### src/rtl/serializador_ctrl_if.sv
// Requester/registro-side bundle for serializador_ctrl.
// master: the requester that owns DATA_IN/VALID_IN/mode inputs and observes status.
// slave:  the controller that drives status and the registro control lines.
interface serializador_ctrl_if #(
  parameter int WIDTH = 4
);
  logic [WIDTH-1:0] DATA_IN;
  logic             VALID_IN;
  logic             LSB_FIRST;
  logic             ROTATE;
  logic             ABORT;
  logic             READY;
  logic             BUSY;
  logic             BIT_VALID;
  logic             DONE;
  logic [WIDTH-1:0] REG_D;
  logic [1:0]       REG_MODO;
  logic             REG_DIR;
  logic             REG_ENB;
  logic             REG_S_IN;

  modport master (
    output DATA_IN, VALID_IN, LSB_FIRST, ROTATE, ABORT,
    input  READY, BUSY, BIT_VALID, DONE,
    input  REG_D, REG_MODO, REG_DIR, REG_ENB, REG_S_IN
  );

  modport slave (
    input  DATA_IN, VALID_IN, LSB_FIRST, ROTATE, ABORT,
    output READY, BUSY, BIT_VALID, DONE,
    output REG_D, REG_MODO, REG_DIR, REG_ENB, REG_S_IN
  );
endinterface

### src/rtl/serializador_ctrl.sv
// Controller that sequences a universal shift register (registro) through
// LOAD, WIDTH shift cycles and a DONE pulse for each accepted word.
// REG_MODO codes follow definitions.v: PUSH=00, CYCLE=01, LOAD=10.
module serializador_ctrl #(
  parameter int WIDTH = 4
) (
  input  logic              CLK,
  input  logic              RST,
  serializador_ctrl_if.slave bus
);
  localparam int CW = $clog2(WIDTH) + 1;
  localparam logic [CW-1:0] LAST = CW'(WIDTH - 1);

  localparam logic [1:0] MODO_PUSH  = 2'b00;
  localparam logic [1:0] MODO_CYCLE = 2'b01;
  localparam logic [1:0] MODO_LOAD  = 2'b10;

  typedef enum logic [1:0] {
    ST_IDLE,
    ST_LOAD,
    ST_SHIFT,
    ST_DONE
  } state_t;

  state_t           state_q, state_d;
  logic [CW-1:0]    cnt_q, cnt_d;
  logic [WIDTH-1:0] reg_d_q, reg_d_d;
  logic             dir_q, dir_d;
  logic             rot_q, rot_d;

  logic             ready, busy, bit_valid, done, enb;
  logic [1:0]       modo;

  // State, counter and acceptance latches; reset wins over everything.
  always_ff @(posedge CLK) begin
    if (RST) begin
      state_q <= ST_IDLE;
      cnt_q   <= '0;
      reg_d_q <= '0;
      dir_q   <= 1'b0;
      rot_q   <= 1'b0;
    end else begin
      state_q <= state_d;
      cnt_q   <= cnt_d;
      reg_d_q <= reg_d_d;
      dir_q   <= dir_d;
      rot_q   <= rot_d;
    end
  end

  // Next-state/output decode; RST masks the status outputs combinationally.
  always_comb begin
    state_d   = state_q;
    cnt_d     = cnt_q;
    reg_d_d   = reg_d_q;
    dir_d     = dir_q;
    rot_d     = rot_q;
    ready     = 1'b0;
    busy      = 1'b1;
    bit_valid = 1'b0;
    done      = 1'b0;
    enb       = 1'b0;
    modo      = MODO_LOAD;

    case (state_q)
      ST_IDLE: begin
        ready = 1'b1;
        busy  = 1'b0;
        if (bus.VALID_IN) begin
          reg_d_d = bus.DATA_IN;
          dir_d   = bus.LSB_FIRST;
          rot_d   = bus.ROTATE;
          state_d = ST_LOAD;
        end
      end
      ST_LOAD: begin
        enb     = 1'b1;
        cnt_d   = '0;
        state_d = bus.ABORT ? ST_IDLE : ST_SHIFT;
      end
      ST_SHIFT: begin
        enb       = 1'b1;
        bit_valid = 1'b1;
        modo      = rot_q ? MODO_CYCLE : MODO_PUSH;
        // Counter runs up to WIDTH on the final cycle; CW bits keep it from wrapping.
        cnt_d     = cnt_q + CW'(1);
        if (bus.ABORT) begin
          state_d = ST_IDLE;
        end else if (cnt_q == LAST) begin
          state_d = ST_DONE;
        end
      end
      ST_DONE: begin
        done    = 1'b1;
        state_d = ST_IDLE;
      end
      default: begin
        state_d = ST_IDLE;
      end
    endcase

    if (RST) begin
      ready     = 1'b0;
      busy      = 1'b0;
      bit_valid = 1'b0;
      done      = 1'b0;
      enb       = 1'b0;
      modo      = MODO_LOAD;
    end
  end

  assign bus.READY     = ready;
  assign bus.BUSY      = busy;
  assign bus.BIT_VALID = bit_valid;
  assign bus.DONE      = done;
  assign bus.REG_D     = reg_d_q;
  assign bus.REG_MODO  = modo;
  assign bus.REG_DIR   = dir_q;
  assign bus.REG_ENB   = enb;
  assign bus.REG_S_IN  = 1'b0;
endmodule

### src/flat_wrapper.sv
// flat-port wrapper written by rule: the top's interface ports become plain ports
module serializador_ctrl_flat 
#(
  parameter int WIDTH = 4
)
  (CLK, RST, bus_DATA_IN, bus_VALID_IN, bus_LSB_FIRST, bus_ROTATE, bus_ABORT, bus_READY, bus_BUSY, bus_BIT_VALID, bus_DONE, bus_REG_D, bus_REG_MODO, bus_REG_DIR, bus_REG_ENB, bus_REG_S_IN);
  serializador_ctrl_if #(.WIDTH(WIDTH)) bus_i ();
  input  logic CLK;
  input  logic RST;
  input wire logic [$bits(bus_i.DATA_IN)-1:0] bus_DATA_IN;
  input wire logic [$bits(bus_i.VALID_IN)-1:0] bus_VALID_IN;
  input wire logic [$bits(bus_i.LSB_FIRST)-1:0] bus_LSB_FIRST;
  input wire logic [$bits(bus_i.ROTATE)-1:0] bus_ROTATE;
  input wire logic [$bits(bus_i.ABORT)-1:0] bus_ABORT;
  output wire logic [$bits(bus_i.READY)-1:0] bus_READY;
  output wire logic [$bits(bus_i.BUSY)-1:0] bus_BUSY;
  output wire logic [$bits(bus_i.BIT_VALID)-1:0] bus_BIT_VALID;
  output wire logic [$bits(bus_i.DONE)-1:0] bus_DONE;
  output wire logic [$bits(bus_i.REG_D)-1:0] bus_REG_D;
  output wire logic [$bits(bus_i.REG_MODO)-1:0] bus_REG_MODO;
  output wire logic [$bits(bus_i.REG_DIR)-1:0] bus_REG_DIR;
  output wire logic [$bits(bus_i.REG_ENB)-1:0] bus_REG_ENB;
  output wire logic [$bits(bus_i.REG_S_IN)-1:0] bus_REG_S_IN;
  assign bus_i.DATA_IN = bus_DATA_IN;
  assign bus_i.VALID_IN = bus_VALID_IN;
  assign bus_i.LSB_FIRST = bus_LSB_FIRST;
  assign bus_i.ROTATE = bus_ROTATE;
  assign bus_i.ABORT = bus_ABORT;
  assign bus_READY = bus_i.READY;
  assign bus_BUSY = bus_i.BUSY;
  assign bus_BIT_VALID = bus_i.BIT_VALID;
  assign bus_DONE = bus_i.DONE;
  assign bus_REG_D = bus_i.REG_D;
  assign bus_REG_MODO = bus_i.REG_MODO;
  assign bus_REG_DIR = bus_i.REG_DIR;
  assign bus_REG_ENB = bus_i.REG_ENB;
  assign bus_REG_S_IN = bus_i.REG_S_IN;
  serializador_ctrl #(.WIDTH(WIDTH)) u_core (.CLK(CLK), .RST(RST), .bus(bus_i));
endmodule
### config.mk
export PLATFORM = sky130hd
export DESIGN_NAME = serializador_ctrl_flat
export DESIGN_NICKNAME = d
export VERILOG_FILES = /design/src/rtl/serializador_ctrl_if.sv /design/src/rtl/serializador_ctrl.sv /design/src/flat_wrapper.sv
export SDC_FILE = /design/constraint.sdc
export NUM_CORES = 1
export LEC_CHECK = 0
export BUFFER_PORTS_ARGS = -buffer_cell sky130_fd_sc_hd__buf_2
export CORE_MARGIN = 4
export CORE_UTILIZATION = 30
export CTS_BUF_LIST = sky130_fd_sc_hd__clkbuf_4 sky130_fd_sc_hd__clkbuf_8 sky130_fd_sc_hd__clkbuf_16
export DETAILED_ROUTE_END_ITERATION = 8
export SYNTH_ARGS = -nofsm -noshare
export SYNTH_HDL_FRONTEND = slang
export SYNTH_SLANG_ARGS = --single-unit
### constraint.sdc
create_clock -name CLK -period 1.32 [get_ports CLK]
set_input_delay 0.33 -clock CLK [delete_from_list [all_inputs] [get_ports CLK]]
set_output_delay 0.33 -clock CLK [all_outputs]
set_load 0.05 [all_outputs]
==> results.md, run 1 <==
STA:
- On the final layout, the worst clock skew is 0.003248 ns.
- The part of the cycle the worst path needs is 120.6%.
- The post-route minimum period is 1.592 ns.
- The final hold violation count is 0.
- In the final timing run, aggregate negative setup slack is -1.524 ns.
- The worst-case hold slack is 0.3091 ns.
- Based on the critical path, the design can be clocked at up to 628.0 MHz.
- The final max-slew violation count is 0.
- Once routing completed, OpenROAD measured the worst setup slack at -0.2725 ns.
- Setup violations remaining at the end of the flow were counted as 8.
- Setup repair after global routing could not meet its margin everywhere.

Setup path:
- The critical path class is reg -> out.
- The worst reg2reg path depth is 5.
- The highest net fanout along the worst path is 3.
- In this design, the stage delay of the slowest critical-path cell is 0.33 ns.
- For flop-to-flop paths, the worst setup slack is -0.05 ns.
- The startpoint of the lowest-slack register-to-register path is u_core.state_q[1]$_SDFFE_PP0P_.
- The signal on the critical path passes through inv_4 > ha_4 > nor2b_4 > and2_4 > buf_8.
- The cell with the largest stage delay on the worst path is dfxtp_2.
- The critical path arrival is 1.26 ns.
- The worst setup path is captured at an output pin.
- The endpoint of the lowest-slack register-to-register path is u_core.state_q[1]$_SDFFE_PP0P_.
- The startpoint type of the worst setup path is a flip-flop.
- The worst endpoint required time is 0.99 ns.

Synth:
- Summing the areas of all compound-gate instances in the mapped netlist gives 10.75% of the synthesized area.
- The most common cell in the synthesized netlist is dfxtp_1.
- Counting flops and latches in the post-synthesis netlist gives 11.
- After Yosys synthesis, XOR and XNOR cells account for 0% of the synthesized area.
- In the synthesized netlist, mux cells make up 3.656% of the area.
- The number of nets handed over by synthesis was 87.
- The mapped netlist covers 581.8 sq um.
- Of the total synthesized cell area, the portion taken by AND, OR, NAND and NOR gates is 25.38%.
- Synthesis handed over a netlist of 70 instances.
- The main combinational cell family by area after synthesis is simple AND/OR/NAND/NOR gates.
- The number of warning messages in the yosys log is 0.
- Dividing the synthesized area by the synthesized cell count gives 8.312 sq um.
- In the synthesized netlist the dominant register cell turns out to be dfxtp_1.
- The synthesized netlist devotes 15.05% of its cell area to adder and majority cells.
- Of all cell types, the one taking the most synthesized area is dfxtp_1.
- The unique cell type count in the Yosys netlist is 21.
- The share of the yosys chip area belonging to registers is 37.85%.
- Counting flops with a built-in enable in the synthesized netlist gives 0.
- Counting instances in the post-synthesis netlist gives the leading cell types as dfxtp_1, nand2_1, a21oi_1, ha_1, nand3_1.
- Summed over its instances, the top area cell type makes up 37.85% of the synthesized netlist area.
- By area the synthesized netlist is led by dfxtp_1, ha_1, a21oi_1.
- The fraction of registers with async set/reset is 0%.

Cells and area:
- Compared with the post-synthesis result, the final layout area differs by 66.45%.
- The final net count is 121.
- The final cell count without fillers is 128.
- For this run, the share of the core covered by cells in the final layout is 54.32%.
- The area of all placed cells without fillers is 968.4 sq um.
- The repair_antennas step left the layout with diodes totalling 0.
- Cells with a size suffix above 1 make up 51.46% of the layout.

Clock network:
- The buffer cell driving the clock tree root is clkbuf_4.
- The TritonCTS clock tree is yes.
- CTS built an H-tree with a depth of 1.
- The clock net in this run drives a total of 11 sinks.
- The clock reaches the later pin of the worst-skew pair after 0.26 ns.
- The number of buffers added by the clock tree synthesis step is 3.
- The worst-case clock buffer depth is 2.
- Clock-pin slew was measured on the worst setup and hold paths at 0.07 ns.

Placed design:
- The sum of net half-perimeters after detailed placement is 1074 um.
- Counting tap cells, the placed design contains a total of 122 instances.
- The pre-CTS setup slack is -0.1313 ns.
- The last weighted congestion value of the routability-driven placer is 0.8281.
- The number of input and output port buffers inserted is 21.
- Once placement finished, the instance area stood at 827.0 sq um.

Power:
- The cell leakage power is 0.4353 nW.
- VDD sags by at most 0.4378 mV.
- The total power is 935.1 uW.
- Power spread over the standard cell area amounts to 965.6 mW/mm^2.

Outcome:
- The run finished, with violations left.
- The final reports fail on setup timing.

Floorplanning:
- For this configuration, the core starts out at a cell density of 32.63%.
- In this run the horizontal extent of the chip is 52.04 um.
- The chip height is 52.04 um.
- The number of top-level pins is 23.
- The floorplan step defined a die boundary enclosing 0.002708 sq mm.
- The site row count is 15.
- The total core area is 0.001783 sq mm.

Routing:
- The average detailed-routed wire length per instance is 11.03 um.
- In the routed design, unresolved DRC markers number 0.
- The final layout contains routed wiring with a total length of 1412 um.
- The initial DRC count is 9.
- The final route contains 564 vias.
- The post-route antenna net violation count is 0.
- The average via count per standard cell is 4.406.
- The iteration count of the initial detailed-routing pass is 4.

Hold path:
- The path with the worst hold slack has its endpoint at u_core.bus.REG_D[2]$_SDFFE_PP0P_.
- In this run the worst hold path is classified as in -> reg.
- Along the worst hold path, the cell count comes to 3.
- The startpoint of the most critical hold path is bus_DATA_IN[2].

Global routing:
- The first global-routing pass estimated 2187 um of wire.
- The number of antenna violations at the first check in global routing came to 0.
- Global routing consumed, over all layers together, 11.36% of the routing resources.
- Summed over all layers, the global routing overflow is 0.
- Entering global routing, the biggest net connects 12 pins.
- The via count of the first global-routing pass came to 515.

Run:
- The number of max-cap violations is 0.
layout by cell type (no fill, tap or decap), types with 2 or more instances in the layout:
cell	n
inv_1	2
buf_2	15
inv_4	2
ha_1	4
nor2_1	2
buf_6	7
clkbuf_4	4
buf_8	2
nand2b_1	4
dfxtp_1	9
nand2_1	7
buf_4	9
ha_4	3
a21oi_1	7
nor2b_4	4
o21a_1	2
nand3_1	7
layout make-up:
class | count | area [sq um]
Sequential cell | 11 | 225.2
Timing Repair Buffer | 33 | 251.5
Inverter | 5 | 27.53
Fill cell | 168 | 814.5
Multi-Input combinational cell | 50 | 402.9
Clock buffer | 4 | 30.03
Tap cell | 25 | 31.28
sequential cells by signal, summed over array words and instances (netlist names):
register	cells
u_core.bus.REG_D	4
u_core.bus.REG_DIR	1
u_core.rot_q	1
u_core.cnt_q	3
u_core.state_q	2
worst max-delay path by stage:
stage,endpoint,start,slack (ns),depth (start not counted)
3_3_place_gp,bus_REG_ENB,u_core.state_q[1]$_SDFFE_PP0P_,-0.09,4
2_1_floorplan,bus_REG_MODO[1],u_core.state_q[0]$_SDFFE_PP0P_,-0.28,4
5_1_grt,bus_REG_MODO[0],u_core.state_q[0]$_SDFFE_PP0P_,-0.34,5
3_5_place_dp,bus_REG_ENB,u_core.state_q[1]$_SDFFE_PP0P_,-0.13,4
4_1_cts,bus_REG_MODO[0],u_core.state_q[0]$_SDFFE_PP0P_,-0.29,5
6_report,bus_REG_MODO[0],u_core.state_q[0]$_SDFFE_PP0P_,-0.27,5
critical path: cells and delay by family, from the launching register on:
kind	cells	cell delay [ns]
flip-flops	1	0.33
buffers and inverters	2	0.21
AND/OR/NAND/NOR	2	0.33
adder cells (fa/ha/maj)	1	0.12
cell families after synthesis:
logic type                 Yosys count
buffers and inverters                9
AOI/OAI and AO/OA                   11
adders and majority gates            7
and+or+nand+nor                     29
DFF                                 11
muxes                                2
other                                1
where the power goes:
part	switching (mW)	internal, mW
sequential	0.0118	0.349
combinational	0.182	0.141
clock	0.113	0.137
total	0.308	0.628
metal layers:
| metal | wire length [um] | track usage (%) | up-vias | part of all wire (%) |
|---|---|---|---|---|
| met5 | 0 | 0 | - | 0 |
| met4 | 17 | 6.550 | 0 | 1.2 |
| met3 | 39 | 2.579 | 2 | 2.8 |
| met2 | 724 | 17.36 | 11 | 51 |
| met1 | 631 | 14.43 | 257 | 45 |
| li1 | - | - | 294 | - |
repair_timing:
action | in CTS | in global routing
setup buffers | 2 | 2
resized for setup | 23 | 5
setup endpoints to repair | 15 | 10
pin swaps | 2 | 4
hold buffers | 0 | 0
hold endpoints to repair | 0 | 0
No activity file was read; power rests on OpenSTA's default activity.
==> inputs of run 2 (changes only) <==
--- a/config.mk
+++ b/config.mk
@@ -10,6 +10,8 @@
 export CORE_UTILIZATION = 30
 export CTS_BUF_LIST = sky130_fd_sc_hd__clkbuf_4 sky130_fd_sc_hd__clkbuf_8 sky130_fd_sc_hd__clkbuf_16
 export DETAILED_ROUTE_END_ITERATION = 8
+export MAX_ROUTING_LAYER = met4
+export RECOVER_POWER = 25
 export SYNTH_ARGS = -nofsm -noshare
 export SYNTH_HDL_FRONTEND = slang
 export SYNTH_SLANG_ARGS = --single-unit
==> results.md, run 2 (synthesis gave the netlist of run 1 again) <==
Placed design:
- The sum of net half-perimeters after detailed placement is 1074 um (unchanged).
- The last weighted congestion value of the routability-driven placer was 0.8407 (+1.5%).
- The number of input and output port buffers inserted is 21 (unchanged).
- The cell total after placement is 122 (unchanged).

Cells and area:
- In the layout the commonest cells are buf_2, buf_4, dfxtp_1.
- The final net count is 121 (unchanged).
- Leaving out fill and tap cells, the most frequent cell in the layout is buf_2.
- The area added between synthesis and finish was 66.45% (unchanged).
- The flip-flop count of the largest register after layout is 4 (unchanged).
- The final cell count without fillers is 128 (unchanged).
- The number of diodes is 0 (unchanged).
- The share of final-layout standard cells stronger than drive strength 1 is 51.46% (unchanged).

STA:
- The setup TNS after final layout was -1.525 ns (-0.0009500 ns).
- The maximum clock skew at final layout is 0.002936 ns (-0.0003122 ns).
- The part of the cycle the worst path needs is 120.6% (about the same).
- The final max-slew violation count came to 0 (unchanged).
- The final worst-path setup slack is -0.2726 ns (-0.0001010 ns).
- The post-route minimum period is 1.593 ns (+0.0001010 ns).
- The number of setup violations in the final report is 8 (unchanged).
- The upper clock frequency limit was 627.9 MHz (about the same).
- Setup repair after global routing could not meet its margin everywhere.
- The final hold violation count came to 0 (unchanged).

Setup path:
- The worst endpoint required time came to 0.99 ns (about the same).
- On the critical path, the stage with the largest delay is an instance of dfxtp_2.
- The critical path class is reg -> out.
- The critical path arrival came to 1.26 ns (about the same).
- STA classifies the critical path endpoint as an output pin.
- The critical path goes through inv_4 > ha_4 > nor2b_4 > and2_4 > buf_8.
- The highest cell delay on the worst timing path came to 0.33 ns (about the same).
- The startpoint type of the worst setup path is a flip-flop.
- The highest net fanout along the worst path was 3 (unchanged).

Routing:
- The via total after detailed routing came to 562 (-0.35%).
- The number of DRC violations after detailed routing was 0 (unchanged).
- The iteration count of the initial detailed-routing pass is 4 (unchanged).
- The post-route antenna net violation count was 0 (unchanged).
- The average via count per standard cell was 4.391 (-0.35%).
- The overall routed net length was 1412 um (unchanged).
- The average detailed-routed wire length per instance is 11.03 um (unchanged).
- The initial DRC count was 10 (+1).

Floorplanning:
- The chip height came to 52.04 um (unchanged).
- The site row count is 15 (unchanged).
- The die area is 0.002708 sq mm (unchanged).
- The total core area is 0.001783 sq mm (unchanged).
- The initial cell density of the core is 32.63% (unchanged).
- The number of top-level pins was 23 (unchanged).
- The horizontal die dimension is 52.04 um (unchanged).

Power:
- The power density over the cells is 965.7 mW/mm^2 (about the same).
- The total power is 935.2 uW (about the same).
- The worst supply voltage drop on vdd is 0.4378 mV (unchanged).
- The fraction of power consumed by sequential logic is 38.6% (about the same).
- The net switching power of the design was 307.8 uW (about the same).
- The logic gate share of total power came to 34.6% (about the same).
- The proportion of total power due to net switching came to 32.91% (about the same).
- The cell internal power dissipation is 627.5 uW (about the same).
- The cell leakage power is 0.4347 nW (-0.16%).
- The share of power burned in the clock network is 26.8% (about the same).

Clock network:
- The TritonCTS clock tree is yes.
- The number of buffers added by the clock tree synthesis step is 3 (unchanged).
- The total number of H-tree levels is 1 (unchanged).
- The insertion delay to the later sink of the worst-skew pair is 0.26 ns (about the same).
- The worst-case clock buffer depth came to 2 (unchanged).
- The clock slew at the register clock pins of the worst setup and hold paths is 0.07 ns (about the same).
- The buffer cell driving the clock tree root is clkbuf_4.
- The number of sinks handled by clock tree synthesis is 11 (unchanged).

Outcome:
- The checks that failed: setup timing.
- The run finished, with violations left.

Global routing:
- The via count of the first global-routing pass came to 515 (unchanged).
- The wire length of the first global-routing pass came to 2194 um (+0.32%).
- The number of antenna violations at the first check in global routing was 0 (unchanged).
- The maximum number of pins on one net before global-route repair was 12 (unchanged).
- The overall overflow remaining after global route was 0 (unchanged).
- The total track usage is 11.65% (+0.29 points).

Run:
- The number of max-cap violations is 0 (unchanged).

Hold path:
- The kind of path behind the tightest hold check is in -> reg.
[run 2: cell count changes in the layout (fill, tap and decap cells not counted), sizes merged]
cell	change
buf	-1
clkbuf	+1
[run 2: final cells by class]
type | instances | area, sq um
timing repair buffer | 33 | 251.5
fill | 168 | 814.5
sequential | 11 | 225.2
clock buffer | 4 | 30.03
multi-input combinational | 50 | 402.9
tap | 25 | 31.28
inverter | 5 | 27.53
[run 2: worst paths after layout]
| path | slack, ns | depth (start not counted) | from | end |
|---|---|---|---|---|
| setup reg to reg | -0.05 | 5 | u_core.state_q[1]$_SDFFE_PP0P_ | u_core.state_q[1]$_SDFFE_PP0P_ |
| hold reg to reg | 0.46 | 2 | u_core.bus.REG_D[2]$_SDFFE_PP0P_ | u_core.bus.REG_D[2]$_SDFFE_PP0P_ |
| setup / recovery | -0.27 | 5 | u_core.state_q[0]$_SDFFE_PP0P_ | bus_REG_MODO[0] |
| hold / removal | 0.31 | 3 | bus_DATA_IN[2] | u_core.bus.REG_D[2]$_SDFFE_PP0P_ |
[run 2: power groups by stage]
stage	registers [mW]	logic [mW]	clock network, mW
4_1_cts	0.361	0.311	0.256
3_5_place_dp	0.369	0.270	0
2_1_floorplan	0.408	0.151	0
5_1_grt	0.363	0.348	0.270
6_report	0.361	0.323	0.251
3_3_place_gp	0.368	0.270	0
[run 2: what timing repair did]
item / in CTS / in global routing
pin swaps: 2 / 4
buffers inserted: 2 / 2
endpoints found under the setup margin: 15 / 10
resized for setup: 23 / 5
cloned: 0 / 0
hold buffers: 0 / 0
[run 2: worst max-delay path, delay by kind of cell, from the launching register on]
kind	cells	cell delay (ns)
fa+ha+maj	1	0.12
simple gates	2	0.33
buf+inv	2	0.21
flops	1	0.33
[run 2: metal layers]
metal	part of all wire [%]	track usage [%]	vias up
met1	45	14.43	257
met4	1.2	6.550	0
met3	2.4	2.579	2
li1	-	-	294
met5	0	-	-
met2	51	17.36	9
[run 2: stage by stage]
stage | cell area [sq um] | util (%) | worst slack [ns] | hold slack [ns]
finish | 968.4 | 54.32 | -0.2726 | 0.3085
global route | 968.4 | 54.32 | -0.3401 | 0.3035
floorplan | 641.9 | - | -0.2750 | 0.4365
CTS | 954.7 | 53.54 | -0.2881 | 0.3053
global placement | 827.0 | 46.39 | -0.09481 | 0.4418
detailed placement | 827.0 | 46.39 | -0.1313 | 0.4431
==> inputs of run 3 (changes only) <==
==> constraint.sdc (replaced) <==
create_clock -name CLK -period 1.32 [get_ports CLK]
set_input_delay 0.132 -clock CLK [delete_from_list [all_inputs] [get_ports CLK]]
set_output_delay 0.132 -clock CLK [all_outputs]
set_load 0.05 [all_outputs]
==> results.md, run 3 (synthesis gave the netlist of run 1 again) <==
Floorplanning:
- The site row count is 15 (unchanged).
- The initial cell density of the core is 32.63% (unchanged).
- The die area is 0.002708 sq mm (unchanged).
- The total core area came to 0.001783 sq mm (unchanged).
- The number of top-level pins came to 23 (unchanged).
- The horizontal die dimension was 52.04 um (unchanged).
- The chip height is 52.04 um (unchanged).

Outcome:
- The flow ran to the end, but the final reports show violations.
- The checks that failed: setup timing.

STA:
- The upper clock frequency limit is 699.1 MHz (+11%).
- The part of the cycle the worst path needs is 108.4% (-12 points).
- The final hold violation count was 0 (unchanged).
- The number of setup violations in the final report was 7 (-1).
- The worst-case hold slack is 0.1110 ns (-0.1975 ns).
- Setup repair after global routing could not meet its margin everywhere.
- The post-route minimum period is 1.430 ns (-0.1622 ns).
- The final max-slew violation count is 0 (unchanged).
- The maximum clock skew at final layout was 0.002784 ns (-0.0001518 ns).
- The final worst-path setup slack is -0.1104 ns (+0.1622 ns).
- The setup TNS after final layout is -0.5205 ns (+1.005 ns).

Setup path:
- In this run the critical register-to-register path is captured at u_core.state_q[1]$_SDFFE_PP0P_.
- The start point of the critical path is u_core.state_q[0]$_SDFFE_PP0P_.
- The critical path is of the reg -> out type.
- The worst setup path is launched from a flip-flop.
- The worst register-to-register path begins at u_core.state_q[0]$_SDFFE_PP0P_.
- The worst setup path endpoint is bus_REG_MODO[0].
- The worst endpoint required time came to 1.19 ns (+0.20 ns).
- STA classifies the critical path endpoint as an output pin.
- The critical path arrival is 1.30 ns (+0.04 ns).
- The worst reg2reg path depth is 5 (unchanged).
- The highest net fanout along the worst path is 4 (+1).
- The minimum setup slack among reg-to-reg paths was -0.07 ns (-0.02 ns).

Cells and area:
- The area used by multi-input combinational logic is 400.4 sq um (-0.62%).
- The number of diodes was 0 (unchanged).
- The flip-flop count of the largest register after layout was 4 (unchanged).
- The core occupancy in the finished layout is 53.54% (-0.77 points).
- The final net count came to 120 (-0.83%).
- The register area is 225.2 sq um (unchanged).
- The final cell count without fillers was 127 (-0.78%).
- The share of final-layout standard cells stronger than drive strength 1 was 51.96% (+0.50 points).
- Compared with the post-synthesis result, the final layout area differs by 64.09%.
- The library cells used most frequently in the layout, excluding fill and tap cells, are buf_2, buf_4, dfxtp_1.
- The area of all placed cells without fillers is 954.7 sq um (-1.4%).
- The count of fill cells added during filler insertion came to 176 (+4.8%).
- The most common library cell in the layout ignoring fill and taps is buf_2.

Clock network:
- The clock slew at the register clock pins of the worst setup and hold paths was 0.07 ns (about the same).
- The TritonCTS clock tree is yes.
- The worst-case clock buffer depth is 2 (unchanged).
- CTS placed an instance of clkbuf_4 at the clock tree root.
- The number of buffers added by the clock tree synthesis step came to 3 (unchanged).
- The total number of H-tree levels is 1 (unchanged).
- The number of sinks handled by clock tree synthesis is 11 (unchanged).
- The insertion delay to the later sink of the worst-skew pair is 0.26 ns (about the same).

Global routing:
- The wire length of the first global-routing pass was 2242 um (+2.2%).
- The overall overflow remaining after global route is 0 (unchanged).
- The maximum number of pins on one net before global-route repair is 11 (-1).
- The number of antenna violations at the first check in global routing is 0 (unchanged).
- The total track usage is 11.67% (+0.021 points).
- The via count of the first global-routing pass came to 520 (+0.97%).

Routing:
- The iteration count of the initial detailed-routing pass is 4 (unchanged).
- The via total after detailed routing was 554 (-1.4%).
- The average via count per standard cell is 4.362 (-0.65%).
- The post-route antenna net violation count is 0 (unchanged).
- The number of DRC violations after detailed routing is 0 (unchanged).
- The average detailed-routed wire length per instance was 10.59 um (-4.0%).
- The overall routed net length is 1345 um (-4.7%).
- The initial DRC count is 4 (-6).

Power:
- The net switching power of the design is 298.8 uW (-2.9%).
- The worst supply voltage drop on vdd is 0.5957 mV (+36%).
- The cell leakage power is 0.4249 nW (-2.2%).
- The fraction of power consumed by sequential logic was 39.4% (+0.8 points).
- The proportion of total power due to net switching is 32.55% (-0.36 points).
- The logic gate share of total power is 33.6% (-1.0 points).
- The share of power burned in the clock network is 27.0% (+0.2 points).
- The cell internal power dissipation was 619.0 uW (-1.3%).
- The total power is 917.8 uW (-1.9%).
- The power density over the cells is 961.4 mW/mm^2 (-0.45%).

Run:
- The number of max-cap violations came to 0 (unchanged).

Placed design:
- The sum of net half-perimeters after detailed placement is 1016 um (-5.4%).
- The number of input and output port buffers inserted is 21 (unchanged).
- The placed cell area is 777.0 sq um (-6.1%).
- The pre-CTS setup slack came to -0.02449 ns (+0.1068 ns).
- The last weighted congestion value of the routability-driven placer is 0.7257 (-14%).
- The cell total after placement came to 116 (-4.9%).

Hold path:
- The kind of path behind the tightest hold check is in -> reg.
run 3: changes by cell type in the layout (fill, tap and decap cells not counted), sizes merged:
cell	before	now
buf	32	29
clkbuf	5	7
run 3: timing repair:
action	4_1_cts	5_1_grt
hold buffers	0	0
gates cloned	0	0
pin swaps	4	2
endpoints found under the setup margin	8	9
setup buffers	6	1
gates resized for setup	25	2
run 3: power groups by stage:
stage	combinational (mW)	clock (mW)	sequential [mW]
2_1_floorplan	0.141	0	0.408
3_3_place_gp	0.251	0	0.368
3_5_place_dp	0.253	0	0.369
4_1_cts	0.306	0.257	0.361
5_1_grt	0.334	0.279	0.363
6_report	0.309	0.248	0.361
run 3: metal layers:
metal,track usage [%],wire (um)
met1,12.76,580
met2,19.46,701
met3,4.298,45
met4,3.930,17
met5,-,0
run 3: worst min path at each step:
stage / start / to / slack (ns) / cells past startpoint
6_report: bus_DATA_IN[2] / u_core.bus.REG_D[2]$_SDFFE_PP0P_ / 0.11 / 3
5_1_grt: bus_DATA_IN[0] / u_core.bus.REG_D[0]$_SDFFE_PP0P_ / 0.10 / 3
4_1_cts: bus_DATA_IN[0] / u_core.bus.REG_D[0]$_SDFFE_PP0P_ / 0.11 / 3
3_5_place_dp: bus_DATA_IN[0] / u_core.bus.REG_D[0]$_SDFFE_PP0P_ / 0.39 / 3
3_3_place_gp: bus_DATA_IN[2] / u_core.bus.REG_D[2]$_SDFFE_PP0P_ / 0.39 / 3
2_1_floorplan: bus_ROTATE / u_core.rot_q$_SDFFE_PP0P_ / 0.28 / 2
run 3: area by class of cell:
cell class,instances,share of cell area [%]
inverters,5,2.621
well taps,25,3.277
repair buffers,32,25.43
multi-input cells,50,41.94
flip-flops and latches,11,23.59
clock buffers,4,3.145
run 3: worst max-delay path: stages, from the launching register on:
cell     delay [ns]
dfxtp_2        0.33
inv_4          0.07
ha_4           0.14
nor2b_4        0.18
and2_4         0.16
buf_8          0.13
